--- config.mk ---
export PLATFORM = sky130hd
export DESIGN_NAME = vend_controller
export DESIGN_NICKNAME = d
export VERILOG_FILES = /design/src/rtl/vend_controller.sv
export SDC_FILE = /design/constraint.sdc
export NUM_CORES = 1
export LEC_CHECK = 0
export CELL_PAD_IN_SITES_DETAIL_PLACEMENT = 2
export CELL_PAD_IN_SITES_GLOBAL_PLACEMENT = 2
export CORE_MARGIN = 10
export CORE_UTILIZATION = 36
export DETAILED_ROUTE_END_ITERATION = 8
export PLACE_DENSITY_LB_ADDON = 0.1
export SLEW_MARGIN = 0
export SYNTH_ARGS = -nofsm -noshare
export SYNTH_HDL_FRONTEND = slang
export SYNTH_SLANG_ARGS = --single-unit
export TNS_END_PERCENT = 10
--- constraint.sdc ---
create_clock -name clock -period 11.14 [get_ports clock]
set_input_delay 1.671 -clock clock [delete_from_list [all_inputs] [get_ports clock]]
set_output_delay 1.671 -clock clock [all_outputs]
set_load 0.01 [all_outputs]
--- src/rtl/vend_controller.sv ---
module vend_controller #(
    parameter int BAL_W       = 10,
    parameter int COIN_W      = 7,
    parameter int N_ITEMS     = 4,
    parameter int SEL_W       = 2,
    parameter logic [N_ITEMS*BAL_W-1:0] PRICES = {10'd200, 10'd150, 10'd100, 10'd175},
    parameter int MAX_BAL     = 500,
    parameter int CHANGE_UNIT = 25,
    parameter int TIMEOUT_CYC = 1000
) (
    input  logic              clock,
    input  logic              reset,
    input  logic [COIN_W-1:0] money_in,
    input  logic              money_valid,
    input  logic [SEL_W-1:0]  item_sel,
    input  logic              purchase,
    input  logic              coin_return,
    input  logic              coin_ready,
    output logic              coin_valid,
    output logic [BAL_W-1:0]  coin_amount,
    output logic [BAL_W-1:0]  balance,
    output logic              approved,
    output logic [SEL_W-1:0]  vend_item,
    output logic              denied,
    output logic              rejected,
`ifdef VEND_TIMEOUT_EN
    output logic              timeout,
`endif
    output logic              busy
);

    typedef enum logic {IDLE, DISPENSE} state_t;

    state_t             state_q, state_d;
    logic [BAL_W-1:0]   price, eff, after, bal_d, amt_d;
    logic [BAL_W:0]     sum;
    logic               item_ok, coin_ok, buy_ok, go_disp, tmo_hit;
    logic               cv_d, appr_d, den_d, rej_d, busy_d;
    logic [SEL_W-1:0]   vi_d;

    function automatic logic [BAL_W-1:0] chunk(input logic [BAL_W-1:0] b);
        return (b > BAL_W'(CHANGE_UNIT)) ? BAL_W'(CHANGE_UNIT) : b;
    endfunction

    always_comb begin
        price   = '0;
        item_ok = 1'b0;
        for (int i = 0; i < N_ITEMS; i++) begin
            if (int'(item_sel) == i) begin
                price   = PRICES[i*BAL_W +: BAL_W];
                item_ok = 1'b1;
            end
        end
    end

    always_comb begin
        sum     = {1'b0, balance} + (BAL_W+1)'(money_in);
        coin_ok = sum <= (BAL_W+1)'(MAX_BAL);
        eff     = (money_valid && coin_ok) ? sum[BAL_W-1:0] : balance;
        buy_ok  = purchase && item_ok && (eff >= price);
        after   = buy_ok ? eff - price : eff;
        go_disp = (after != '0) && (buy_ok || coin_return || tmo_hit);
    end

`ifdef VEND_TIMEOUT_EN
    localparam int TW = $clog2(TIMEOUT_CYC + 1);
    logic [TW-1:0] tmo_cnt;
    logic          tmo_arm;

    assign tmo_arm = (state_q == IDLE) && (balance != '0) &&
                     !money_valid && !purchase && !coin_return;
    assign tmo_hit = tmo_arm && (tmo_cnt == TW'(TIMEOUT_CYC - 1));

    always_ff @(posedge clock or posedge reset) begin
        if (reset) begin
            tmo_cnt <= '0;
            timeout <= 1'b0;
        end else begin
            tmo_cnt <= (tmo_arm && !tmo_hit) ? tmo_cnt + 1'b1 : '0;
            timeout <= tmo_hit;
        end
    end
`else
    assign tmo_hit = 1'b0;
`endif

    always_ff @(posedge clock or posedge reset) begin
        if (reset) begin
            state_q     <= IDLE;
            balance     <= '0;
            coin_valid  <= 1'b0;
            coin_amount <= '0;
            approved    <= 1'b0;
            vend_item   <= '0;
            denied      <= 1'b0;
            rejected    <= 1'b0;
            busy        <= 1'b0;
        end else begin
            state_q     <= state_d;
            balance     <= bal_d;
            coin_valid  <= cv_d;
            coin_amount <= amt_d;
            approved    <= appr_d;
            vend_item   <= vi_d;
            denied      <= den_d;
            rejected    <= rej_d;
            busy        <= busy_d;
        end
    end

    always_comb begin
        state_d = state_q;
        case (state_q)
            IDLE:     if (go_disp) state_d = DISPENSE;
            DISPENSE: if (coin_valid && coin_ready && balance == coin_amount) state_d = IDLE;
            default:  state_d = IDLE;
        endcase
    end

    always_comb begin
        bal_d  = balance;
        cv_d   = coin_valid;
        amt_d  = coin_amount;
        appr_d = 1'b0;
        den_d  = 1'b0;
        rej_d  = 1'b0;
        vi_d   = vend_item;
        busy_d = (state_d == DISPENSE);
        case (state_q)
            IDLE: begin
                rej_d  = money_valid && !coin_ok;
                bal_d  = after;
                appr_d = buy_ok;
                den_d  = purchase && !buy_ok;
                if (buy_ok) vi_d = item_sel;
                if (go_disp) begin
                    cv_d  = 1'b1;
                    amt_d = chunk(after);
                end
            end
            DISPENSE: begin
                rej_d = money_valid;
                if (coin_valid && coin_ready) begin
                    bal_d = balance - coin_amount;
                    if (bal_d == '0) cv_d = 1'b0;
                    else             amt_d = chunk(bal_d);
                end
            end
            default: ;
        endcase
    end

endmodule

---- Yosys cells after proc, flatten, opt, wreduce, memory -nomap -nowiden ----
Cells that the tools add are included.
word-level totals
  input port bits ......................... 15
  word-level logic and storage cells ...... 69
  output and inout bits ................... 27
  register bits after elaboration ......... 27
operators by class
  reduce and logical (&&, ||, !) cells .... 17
  bitwise operators ....................... 1
  $lt $le $gt $ge ......................... 4
  muxes and demuxes ....................... 28
  eq/ne operators ......................... 8
  $add $sub $neg .......................... 3
operators with widths
  cell                                                              number
  two-way mux 10 bit                                                10
  case mux 10 bit (2 select lines)                                  2
  > comparator 10 x 5 -> 1 bit (second input constant)              2
  subtractor 10 bit                                                 2
  two-way mux 8 bit                                                 2
  adder 10 x 7 -> 11 bit                                            1
  less-or-equal comparator 11 x 9 -> 1 bit (second input constant)  1
  two-way mux 1 bit                                                 11
  equality test 10 bit                                              1
  greater-or-equal comparator 10 bit                                1
  logical NOT 10 bit                                                1
  nonzero test 10 bit                                               1
  logical AND 1 bit                                                 8
  case mux 1 bit (2 select lines)                                   3
  AND reduction 3 bit                                               2
  equality test 2 bit (second input constant)                       2
  != test 2 x 1 -> 1 bit (second input constant)                    2
  != test 2 bit (second input constant)                             2
  equality test 2 x 1 -> 1 bit (second input constant)              1
  logical NOT 1 bit                                                 2
  logical NOT 2 bit                                                 1
  AND reduction 2 bit                                               1
  logical OR 1 bit                                                  1
  inverter 1 bit                                                    1

---- Depth between registers and ports, before layout ----
Gate-level depths: netlist of the first run.
  word-level depth ........................ 12
  mapped depth ............................ 26
  gate-level depth less buffers ........... 24

---- Least setup slack after synthesis of the first run ----
No wires, ideal clock.
  kind .................................... input -> register
  from .................................... input money_in[0]
  to ...................................... register coin_amount[0]
  setup slack ............................. 4.279 ns
  data required time ...................... 11.015 ns
  library setup time ...................... 0.125 ns
  stages .................................. 24
  data arrival time ....................... 6.736 ns
  path buffers ............................ 1
  path through ............................ ha_1 inv_1 fa_1 nor2b_1 o22ai_1 xnor2_1 o221ai_1 or4_4 buf_6 nand2_2 mux2i_1 inv_1 ha_1 nor2b_1 o21ai_0 nand2b_1 a41oi_1 inv_1 a21o_1 o21ai_2 mux2_2 o41ai_2 a21boi_4 mux2_4
on the way
  word-level cells in the longest chain between the ends .. 11
  elaborated cells on any way between the ends .. 17
  those cells by class .................... add/sub: 2; order compare: 3; eq/ne: 1; mux: 5; reduce/logical: 6
ends and longest elaborated chain
  element                                                                         RTL line  RTL
  start, declared                                                                 13        input logic [COIN_W-1:0] money_in,
  adder 10 x 7 -> 11 bit (*)                                                      57        sum = {1'b0, balance} + (BAL_W+1)'(money_in);
  less-or-equal comparator 11 x 9 -> 1 bit                                        58        coin_ok = sum <= (BAL_W+1)'(MAX_BAL);
  logical AND 1 bit                                                               59        eff = (money_valid && coin_ok) ? sum[BAL_W-1:0] : balance;
  two-way mux 10 bit (*)                                                          59
  greater-or-equal comparator 10 bit                                              60        buy_ok = purchase && item_ok && (eff >= price);
  logical AND 1 bit                                                               60
  two-way mux 10 bit                                                              61        after = buy_ok ? eff - price : eff;
  > comparator 10 x 5 -> 1 bit / nonzero test 10 bit (equally long branches)      42, 62
  two-way mux 10 bit / logical AND 1 bit (equally long branches)                  42, 62
  two-way mux 10 bit / != test 2 bit (equally long branches)                      n/a
  case mux 10 bit (2 select lines) / AND reduction 3 bit (equally long branches)  n/a
  end signal, assigned                                                            102       coin_amount <= amt_d;
  end, declared                                                                   20        output logic [BAL_W-1:0] coin_amount,
Every way passes the cells marked *; elsewhere a longest branch is shown, timed or not. The select of a mux whose other input is x is not followed.
A chain may end at the register's enable or synchronous reset.

---- Worst setup path in the final report of the first run ----
Same ends and word-level chain as after synthesis.

==> metrics, run 1 <==
outcome=complete, no violations; leading area contributor after synthesis=dfrtp_1; sequential share of the synthesized area=0.2164; 1st-pass router iterations=4; GRT overflow=0; Root Driver=clkbuf_8; Largest stage delay, worst path=between 0.6 and 0.7 ns; RSZ-0062 raised after global routing=false; combinational power share=0.811; total track usage=0.1662; DR vias=2948; Detail Route Antenna Nets=0; P_int=0.5986 mW; Tcrit/Tclk final=0.7396; Max FO, Critical Path=17; Req. time, crit path=11.30 ns; Arrival @ worst endpoint=between 8 and 9 ns; Max clock buf depth=2; Core ar.=8341 um^2; WL final=about 11000 um; synthesized area=~3100 um^2; std cell rows=33; synthesized area per cell=8.460 um^2; CTS Hold Bufs=0; I/O Buffers=41; fmax=roughly 120 MHz; clock share of power=0.042; Netlist cell types=between 70 and 80; Antenna Cells=0; fin cells=510; area delta synth->final=17.39%; first-pass GRT wire length=roughly 18000 um; crit path launch type=input port; post-synth top area share=0.2164; CTS tree=built; Async S/R FF share, synth=1.000; maximum VDD drop=0.1160 mV; net count reported at finish=451; H-tree lvl count=1; worst-margin pin slew=1.078 ns; ys flop type=dfrtp_1; Wirelength per Cell=~21 um; pins over their slew limit=0; top post-synthesis cells by area=dfrtp_1 (22%), ha_1 (11%), xnor2_1 (5.3%), inv_1 (4.3%), a21oi_1 (4.2%); minimum hold slack=slightly above 0.5 ns; vias in the first global route=about 3300; via/cell ratio=5.780; Switching Share=0.5576; Cells after Synth=369; Post-Route Utilization=0.4394; Hold WC Path Type=register to register; largest net degree at the start of global routing=28; dpl cells=506; part of the power in registers=0.147; total power per unit cell area=between 300 and 400 nW/um^2; DRC violations left=0; Detailed Route Iter0 Violations=116; die area=12800 um^2; Crit Path Class=input port to register; Sink Count=27; post-CTS resize count=0; Synth Net Count=414; Fin. Hold Viols=0; Clk pin slew, worst setup/hold paths=0.09 ns; CP max-delay cell=or4_4; commonest cells in the netlist=inv_1 (36), dfrtp_1 (27), ha_1 (27), a21oi_1 (26), nand2_1 (23); CP bufs+invs=3; initial antenna violation count=0; top-count cell post-synth=inv_1; switching pwr=0.7546 mW; crit path time final=8.239 ns; GP Congestion=0.8267; Post-synth EDFFs=0; Max Cap Viol=0; Final Skew=0.005841 ns; Worst Setup End Kind=register; synthesis warning total=0; # IOs=42; total power=1.353 mW; Initial Util=0.3743; Worst-Skew Late Latency=0.27 ns; Die Height=113.1 um; Die X-Extent=113.1 um; Synth Register Bits=27; Slew headroom=0.2807; LEAKAGE=1.615 nW; CP top delay family=compound AO/OA/AOI/OAI gates; postcts setup bufs=0; hpwl dp=8904 um; CTS buffer count=3; final setup fails=0; Setup TNS=0 ns; layout cells sized above 1=0.07901
-- routing by layer --
metal / part of all wire / track usage / vias up
met2: 0.49 / 0.2945 / 62
met5: 0 / 0 / -
li1: - / - / 1406
met3: 0.045 / 0.03275 / 10
met1: 0.46 / 0.2061 / 1470
met4: 0.010 / 0.02369 / 0
-- path summary, 6_finish.rpt --
check,from,cells past startpoint,end,slack [ns]
max in group asynchronous,reset,2,balance[1],8.53
min,vend_item[0],1,vend_item[0],0.52
max reg2reg,balance[0],24,coin_amount[0],4.21
min reg2reg,vend_item[0],1,vend_item[0],0.52
max,money_in[0],25,coin_amount[0],2.90
min in group asynchronous,reset,2,balance[0],1.96
-- power groups by stage --
| stage | registers (mW) | clock network [mW] | logic (mW) |
|---|---|---|---|
| 5_1_grt | 0.208 | 0.0625 | 1.22 |
| 6_report | 0.199 | 0.0564 | 1.10 |
| 4_1_cts | 0.201 | 0.0590 | 1.10 |
| 2_1_floorplan | 0.178 | 0 | 0.782 |
| 3_3_place_gp | 0.201 | 0 | 1.06 |
| 3_5_place_dp | 0.202 | 0 | 1.09 |
-- worst register-to-register path, cell delays in order (launching register included) --
cell and delay (ns):
dfrtp_1 0.50, ha_1 0.27, inv_1 0.07, fa_1 0.41
nor2b_1 0.18, o22ai_1 0.13, xnor2_1 0.34, o221ai_1 0.26
or4_4 0.65, nand2_2 0.19, nor2_1 0.06, a21oi_1 0.31
ha_1 0.27, fa_1 0.22, nor2b_1 0.06, o21ai_0 0.22
nand2b_1 0.13, a41oi_1 0.19, inv_1 0.10, a21o_1 0.21
o21ai_2 0.56, mux2_2 0.42, o41ai_2 0.30, a21boi_4 0.42
mux2_4 0.34
-- area by class of cell --
class                      instances  area (um^2)
clock buffer                       3        41.29
clock inverter                     1        5.005
fill                             956         4676
inverter                          36        135.1
multi-input combinational        297         2266
sequential                        27        675.6
tap                              105        131.4
timing repair buffer              41        410.4
-- cells by family (layout without fill, tap and decap cells) --
logic type / Yosys count / in the layout / synth area share
AND/OR/NAND/NOR: 112 / 112 / 0.1976
AO/OA/AOI/OAI: 109 / 109 / 0.2601
buffers and inverters: 45 / 81 / 0.05772
adder cells (fa/ha/maj): 31 / 31 / 0.1311
XOR/XNOR: 28 / 28 / 0.07856
flip-flops: 27 / 27 / 0.2164
multiplexers: 17 / 17 / 0.05852
-- through the flow --
stage	worst slack [ns]	area, um^2
2_1_floorplan	4.279	3122
3_5_place_dp	2.648	3618
6_report	2.901	3665
5_1_grt	2.317	3665
3_3_place_gp	2.828	3618
4_1_cts	2.914	3665
-- registers in the layout (all words and copies together), names as in the netlist --
register     flops
coin_valid       1
approved         1
coin_amount     10
balance         10
rejected         1
vend_item        2
denied           1
state_q          1
-- cell usage in the layout, fill, tap and decap left out, types with 9 or more instances in the layout --
cell type / n
a21o_1: 10
a21oi_1: 26
clkdlybuf4s50_1: 41
dfrtp_1: 27
ha_1: 27
inv_1: 36
mux2i_1: 10
nand2_1: 23
nand3_1: 10
nor2_1: 22
o21ai_0: 15
xnor2_1: 19
xor2_1: 9
(Power assumes the default switching activity.)
==> run 2: changes to the inputs <==
Settings changed: CORE_UTILIZATION 36 to 34.
Clock period 11.14 ns to 8.3 ns, I/O delays scaled along.
==> metrics, run 2 (same netlist as run 1, synthesis figures left out) <==
hpwl dp=8683 um (was 8904 um); std cell rows=34 (was 33); dpl ws=0.4582 ns (was 2.648 ns); CP top delay family=compound AO/OA/AOI/OAI gates (unchanged); outcome=complete, no violations (unchanged); Worst-Skew Late Latency=0.29 ns (was 0.27 ns); worst-margin pin slew=1.101 ns (was 1.078 ns); Worst Setup End Kind=register (unchanged); Setup TNS=0 ns (unchanged); postcts setup bufs=0 (unchanged); I/O Buffers=41 (unchanged); Max Cap Viol=0 (unchanged); clock share of power=0.045 (was 0.042); total power=1.822 mW (was 1.353 mW); crit path time final=7.558 ns; Arrival @ worst endpoint=7.74 ns (was 8.40 ns); CTS tree=built (unchanged); Sink Count=27 (unchanged); commonest non-fill, non-tap cell in the layout=clkdlybuf4s50_1 (unchanged); CP max-delay cell=or4_4 (unchanged); Tcrit/Tclk final=0.9106; Largest stage delay, worst path=0.64 ns (was 0.65 ns); combinational power share=0.816 (was 0.811); Req. time, crit path=8.48 ns (was 11.30 ns); DRC violations left=0 (unchanged); GRT overflow=0 (unchanged); footprint of the multi-input gates=2266 um^2 (unchanged); part of the power in registers=0.140 (was 0.147); Root Driver=clkbuf_8 (unchanged); vias in the first global route=3078 (was 3267); Detail Route Antenna Nets=0 (unchanged); fill cell count=1014 (was 956); CTS Hold Bufs=0 (unchanged); layout cells sized above 1=0.08354 (was 0.07901); Die Height=115.8 um (was 113.1 um); Core ar.=8848 um^2 (was 8341 um^2); Detailed Route Iter0 Violations=126 (was 116); CP bufs+invs=3 (unchanged); first-pass GRT wire length=17140 um (was 17750 um); Final Worst Setup Slack=0.7417 ns (was 2.901 ns); Slew headroom=0.2651 (was 0.2807); initial antenna violation count=0 (unchanged); Switching Share=0.5554 (was 0.5576); post-CTS resize count=0 (unchanged); minimum hold slack=0.5215 ns (was 0.5188 ns); Largest regs=balance x10, coin_amount x10, vend_item x2 (unchanged); Antenna Cells=0 (unchanged); Clk pin slew, worst setup/hold paths=0.09 ns (about the same); WL final=10620 um (was 10710 um); Wirelength per Cell=20.63 um (was 21.00 um); maximum VDD drop=0.1617 mV (was 0.1160 mV); 1st-pass router iterations=4 (unchanged); H-tree lvl count=1 (unchanged); total track usage=0.1604 (was 0.1662); P_int=0.8101 mW (was 0.5986 mW); CTS buffer count=3 (unchanged); most frequent cells in the layout=clkdlybuf4s50_1 (41), inv_1 (36), ha_1 (27), dfrtp_1 (27), a21oi_1 (26) (unchanged); Crit Path Class=input port to register (unchanged); net count reported at finish=453 (was 451); Fin. Hold Viols=0 (unchanged); RSZ-0062 raised after global routing=false (unchanged); Final Skew=0.01025 ns (was 0.005841 ns); Initial Util=0.3528 (was 0.3743); die area=13410 um^2 (was 12800 um^2); fmax=132.3 MHz; largest net degree at the start of global routing=28 (unchanged); via/cell ratio=5.633 (was 5.780); Max clock buf depth=2 (unchanged); area delta synth->final=18.08% (was 17.39%); DR vias=2901 (was 2948); LEAKAGE=1.621 nW (was 1.615 nW); Max FO, Critical Path=10 (was 17); switching pwr=1.012 mW (was 0.7546 mW); Register Area=675.6 um^2 (unchanged); final setup fails=0 (unchanged); # IOs=42 (unchanged); Die X-Extent=115.8 um (was 113.1 um); total power per unit cell area=494.3 nW/um^2 (was 369.3 nW/um^2); Hold WC Path Type=register to register (unchanged); crit path launch type=input port (unchanged); GP Congestion=0.8512 (was 0.8267); pins over their slew limit=0 (unchanged)
-- run 2: cell types whose count changed in the layout (fill, tap and decap cells not counted) --
cell and change:
buf_4 +2, clkinv_2 -1, clkinvlp_4 +1
-- run 2: per-stage QoR --
step                        util  cell area (um^2)  instances
after floorplan                -              3122        369
after global placement    0.4111              3637        511
after detailed placement  0.4111              3637        511
after CTS                 0.4166              3686        515
after global routing      0.4166              3686        515
final                     0.4166              3686        515
-- run 2: routing by layer --
layer / up-vias / part of all wire / global-route usage
met4: 0 / 0.0057 / 0.02502
met2: 40 / 0.47 / 0.2658
li1: 1407 / - / -
met1: 1450 / 0.49 / 0.2170
met3: 4 / 0.038 / 0.02687
met5: - / 0 / 0
-- run 2: layout make-up --
type / instances / area share
Multi-Input combinational cell: 297 / 0.6147
Sequential cell: 27 / 0.1833
Timing Repair Buffer: 43 / 0.1154
Inverter: 36 / 0.03666
Tap cell: 108 / 0.03666
Clock buffer: 3 / 0.01120
Clock inverter: 1 / 0.002037
-- run 2: final timing paths --
kind / from / to / slack, ns / depth (start not counted)
max: money_in[0] / coin_amount[0] / 0.74 / 25
min: vend_item[0] / vend_item[0] / 0.52 / 1
max reg2reg: balance[1] / coin_amount[0] / 1.60 / 23
min reg2reg: vend_item[0] / vend_item[0] / 0.52 / 1
max in group asynchronous: reset / coin_amount[1] / 6.11 / 2
min in group asynchronous: reset / coin_amount[3] / 1.53 / 2
-- run 2: power groups by stage --
stage,Combinational (mW),Sequential (mW),Clock [mW]
global placement,1.44,0.259,0
detailed placement,1.47,0.260,0
CTS,1.49,0.257,0.0851
finish,1.49,0.255,0.0812
floorplan,1.05,0.239,0
global route,1.66,0.263,0.0880
==> run 3: changes to the inputs <==
Clock period 8.3 ns to 7.1 ns, I/O delays scaled along.
==> metrics, run 3 (same netlist as run 1, synthesis figures left out) <==
outcome=complete, no violations (unchanged); reg-to-reg startpoint=balance[0] (was balance[1]); Initial Util=0.3528 (unchanged); Die X-Extent=115.8 um (unchanged); std cell rows=34 (unchanged); crit path time final=6.747 ns; Max FO, Critical Path=9 (was 10); Crit Path Class=input port to register (unchanged); Final Skew=0.002738 ns (was 0.01025 ns); Detail Route Antenna Nets=0 (unchanged); clock share of power=0.040 (was 0.045); 1st-pass router iterations=4 (unchanged); reg-to-reg slack, setup=1.02 ns (was 1.60 ns); commonest non-fill, non-tap cell in the layout=clkdlybuf4s50_1 (unchanged); combinational power share=0.831 (was 0.816); metal2 WL=5227 um (was 4959 um); Final Worst Setup Slack=0.3527 ns (was 0.7417 ns); r2r worst-path depth=25 (was 23); RSZ-0062 raised after global routing=false (unchanged); Largest regs=balance x10, coin_amount x10, vend_item x2 (unchanged); area delta synth->final=23.53% (was 18.08%); WL final=10860 um (was 10620 um); DR top layer=met4 (unchanged); P_int=1.031 mW (was 0.8101 mW); minimum hold slack=0.5181 ns (was 0.5215 ns); dpl ws=-0.05121 ns (was 0.4582 ns); CTS Hold Bufs=0 (unchanged); total power=2.257 mW (was 1.822 mW); layout cells sized above 1=0.1327 (was 0.08354); Antenna Cells=0 (unchanged); vias in the first global route=3271 (was 3078); Hold WC Path Type=register to register (unchanged); # IOs=42 (unchanged); LEAKAGE=1.707 nW (was 1.621 nW); Tcrit/Tclk final=0.9503; Worst-Skew Late Latency=0.27 ns (was 0.29 ns); Die Height=115.8 um (unchanged); worst-margin pin slew=1.095 ns (was 1.101 ns); total power per unit cell area=585.3 nW/um^2 (was 494.3 nW/um^2); Setup crit start=money_in[0] (unchanged); Root Driver=clkbuf_8 (unchanged); initial antenna violation count=0 (unchanged); Wirelength per Cell=20.48 um (was 20.63 um); Max Cap Viol=0 (unchanged); hpwl dp=9074 um (was 8683 um); Worst Setup End Kind=register (unchanged); maximum VDD drop=0.1778 mV (was 0.1617 mV); net count reported at finish=468 (was 453); switching pwr=1.226 mW (was 1.012 mW); Arrival @ worst endpoint=6.95 ns (was 7.74 ns); most frequent cells in the layout=clkdlybuf4s50_1 (41), inv_1 (36), ha_1 (27), dfrtp_1 (27), a21oi_1 (26) (unchanged); critical path endpoint=coin_amount[1] (was coin_amount[0]); die area=13410 um^2 (unchanged); H-tree lvl count=1 (unchanged); footprint of the multi-input gates=2326 um^2 (was 2266 um^2); fill cell count=1020 (was 1014); wire length on met3=532 um (was 404 um); Switching Share=0.5433 (was 0.5554); Met1 Wirelength=5030 um (was 5197 um); first-pass GRT wire length=17680 um (was 17140 um); GP Congestion=0.8361 (was 0.8512); via/cell ratio=5.564 (was 5.633); DR vias=2949 (was 2901); crit path launch type=input port (unchanged); Post-Route Utilization=0.4358 (was 0.4166); Fin. Hold Viols=0 (unchanged); CTS tree=built (unchanged); final setup fails=0 (unchanged); Detailed Route Iter0 Violations=118 (was 126); Clk pin slew, worst setup/hold paths=0.09 ns (about the same); part of the power in registers=0.129 (was 0.140); DRC violations left=0 (unchanged); Slew headroom=0.2689 (was 0.2651); pins over their slew limit=0 (unchanged); GRT overflow=0 (unchanged); Core ar.=8848 um^2 (unchanged); total track usage=0.1625 (was 0.1604); Req. time, crit path=7.30 ns (was 8.48 ns); Sink Count=27 (unchanged); largest net degree at the start of global routing=28 (unchanged); Register Area=675.6 um^2 (unchanged); I/O Buffers=41 (unchanged); end of the worst register-to-register path=coin_amount[1] (was coin_amount[0]); Setup TNS=0 ns (unchanged); fmax=148.2 MHz; Max clock buf depth=2 (unchanged); CTS buffer count=3 (unchanged)
[run 3: cell types whose count changed in the layout (fill, tap and decap cells not counted), sizes merged]
| cell | change |
|---|---|
| buf | +15 |
| clkinv | +1 |
| clkinvlp | -1 |
[run 3: per-layer routing]
metal	track usage	up-vias
li1	-	1438
met1	0.2144	1456
met2	0.2772	49
met3	0.03359	6
met4	0.01251	0
met5	0	-
[run 3: worst max-delay path, stage by stage]
cell and delay [ns]:
clkdlybuf4s50_1 0.47, ha_1 0.20, inv_1 0.07, fa_2 0.37
xnor2_2 0.24, a21boi_0 0.29, o221ai_2 0.16, or4_4 0.59
nand2_4 0.15, nor2_1 0.07, a21oi_1 0.17, buf_4 0.17
ha_1 0.18, fa_1 0.22, nor2b_1 0.06, o21ai_0 0.21
nand2b_1 0.13, a41oi_1 0.20, inv_1 0.11, a21o_1 0.22
o21ai_4 0.19, mux2_2 0.38, o41ai_4 0.37, a21boi_4 0.27
buf_4 0.20, mux2i_1 0.19
[run 3: worst min-delay path by stage]
stage | startpoint | endpoint | slack (ns) | cells past startpoint
floorplan | coin_amount[5] | coin_amount[5] | 0.54 | 1
global placement | vend_item[1] | vend_item[1] | 0.49 | 1
detailed placement | vend_item[1] | vend_item[1] | 0.50 | 1
CTS | vend_item[1] | vend_item[1] | 0.52 | 1
global route | vend_item[0] | vend_item[0] | 0.55 | 1
finish | vend_item[0] | vend_item[0] | 0.52 | 1
[run 3: through the flow]
stage,area [um^2],instances
floorplan,3122,369
global placement,3712,521
detailed placement,3712,521
CTS,3759,525
global route,3856,530
finish,3856,530
[run 3: layout make-up]
class                      instances  area share
clock buffer                       3     0.01071
clock inverter                     1    0.001298
inverter                          36     0.03504
multi-input combinational        297      0.6032
sequential                        27      0.1752
tap                              108     0.03504
timing repair buffer              58      0.1395
[run 3: power by group through the flow]
stage / sequential (mW) / combinational, mW / clock (mW)
floorplan: 0.280 / 1.23 / 0
global placement: 0.295 / 1.73 / 0
detailed placement: 0.296 / 1.79 / 0
CTS: 0.293 / 1.80 / 0.0925
global route: 0.302 / 2.08 / 0.0987
finish: 0.291 / 1.88 / 0.0896
[run 3: timing repair]
item                                    4_1_cts  5_1_grt
resized for setup                             0       12
endpoints found under the setup margin        0       11
setup buffers                                 0        5
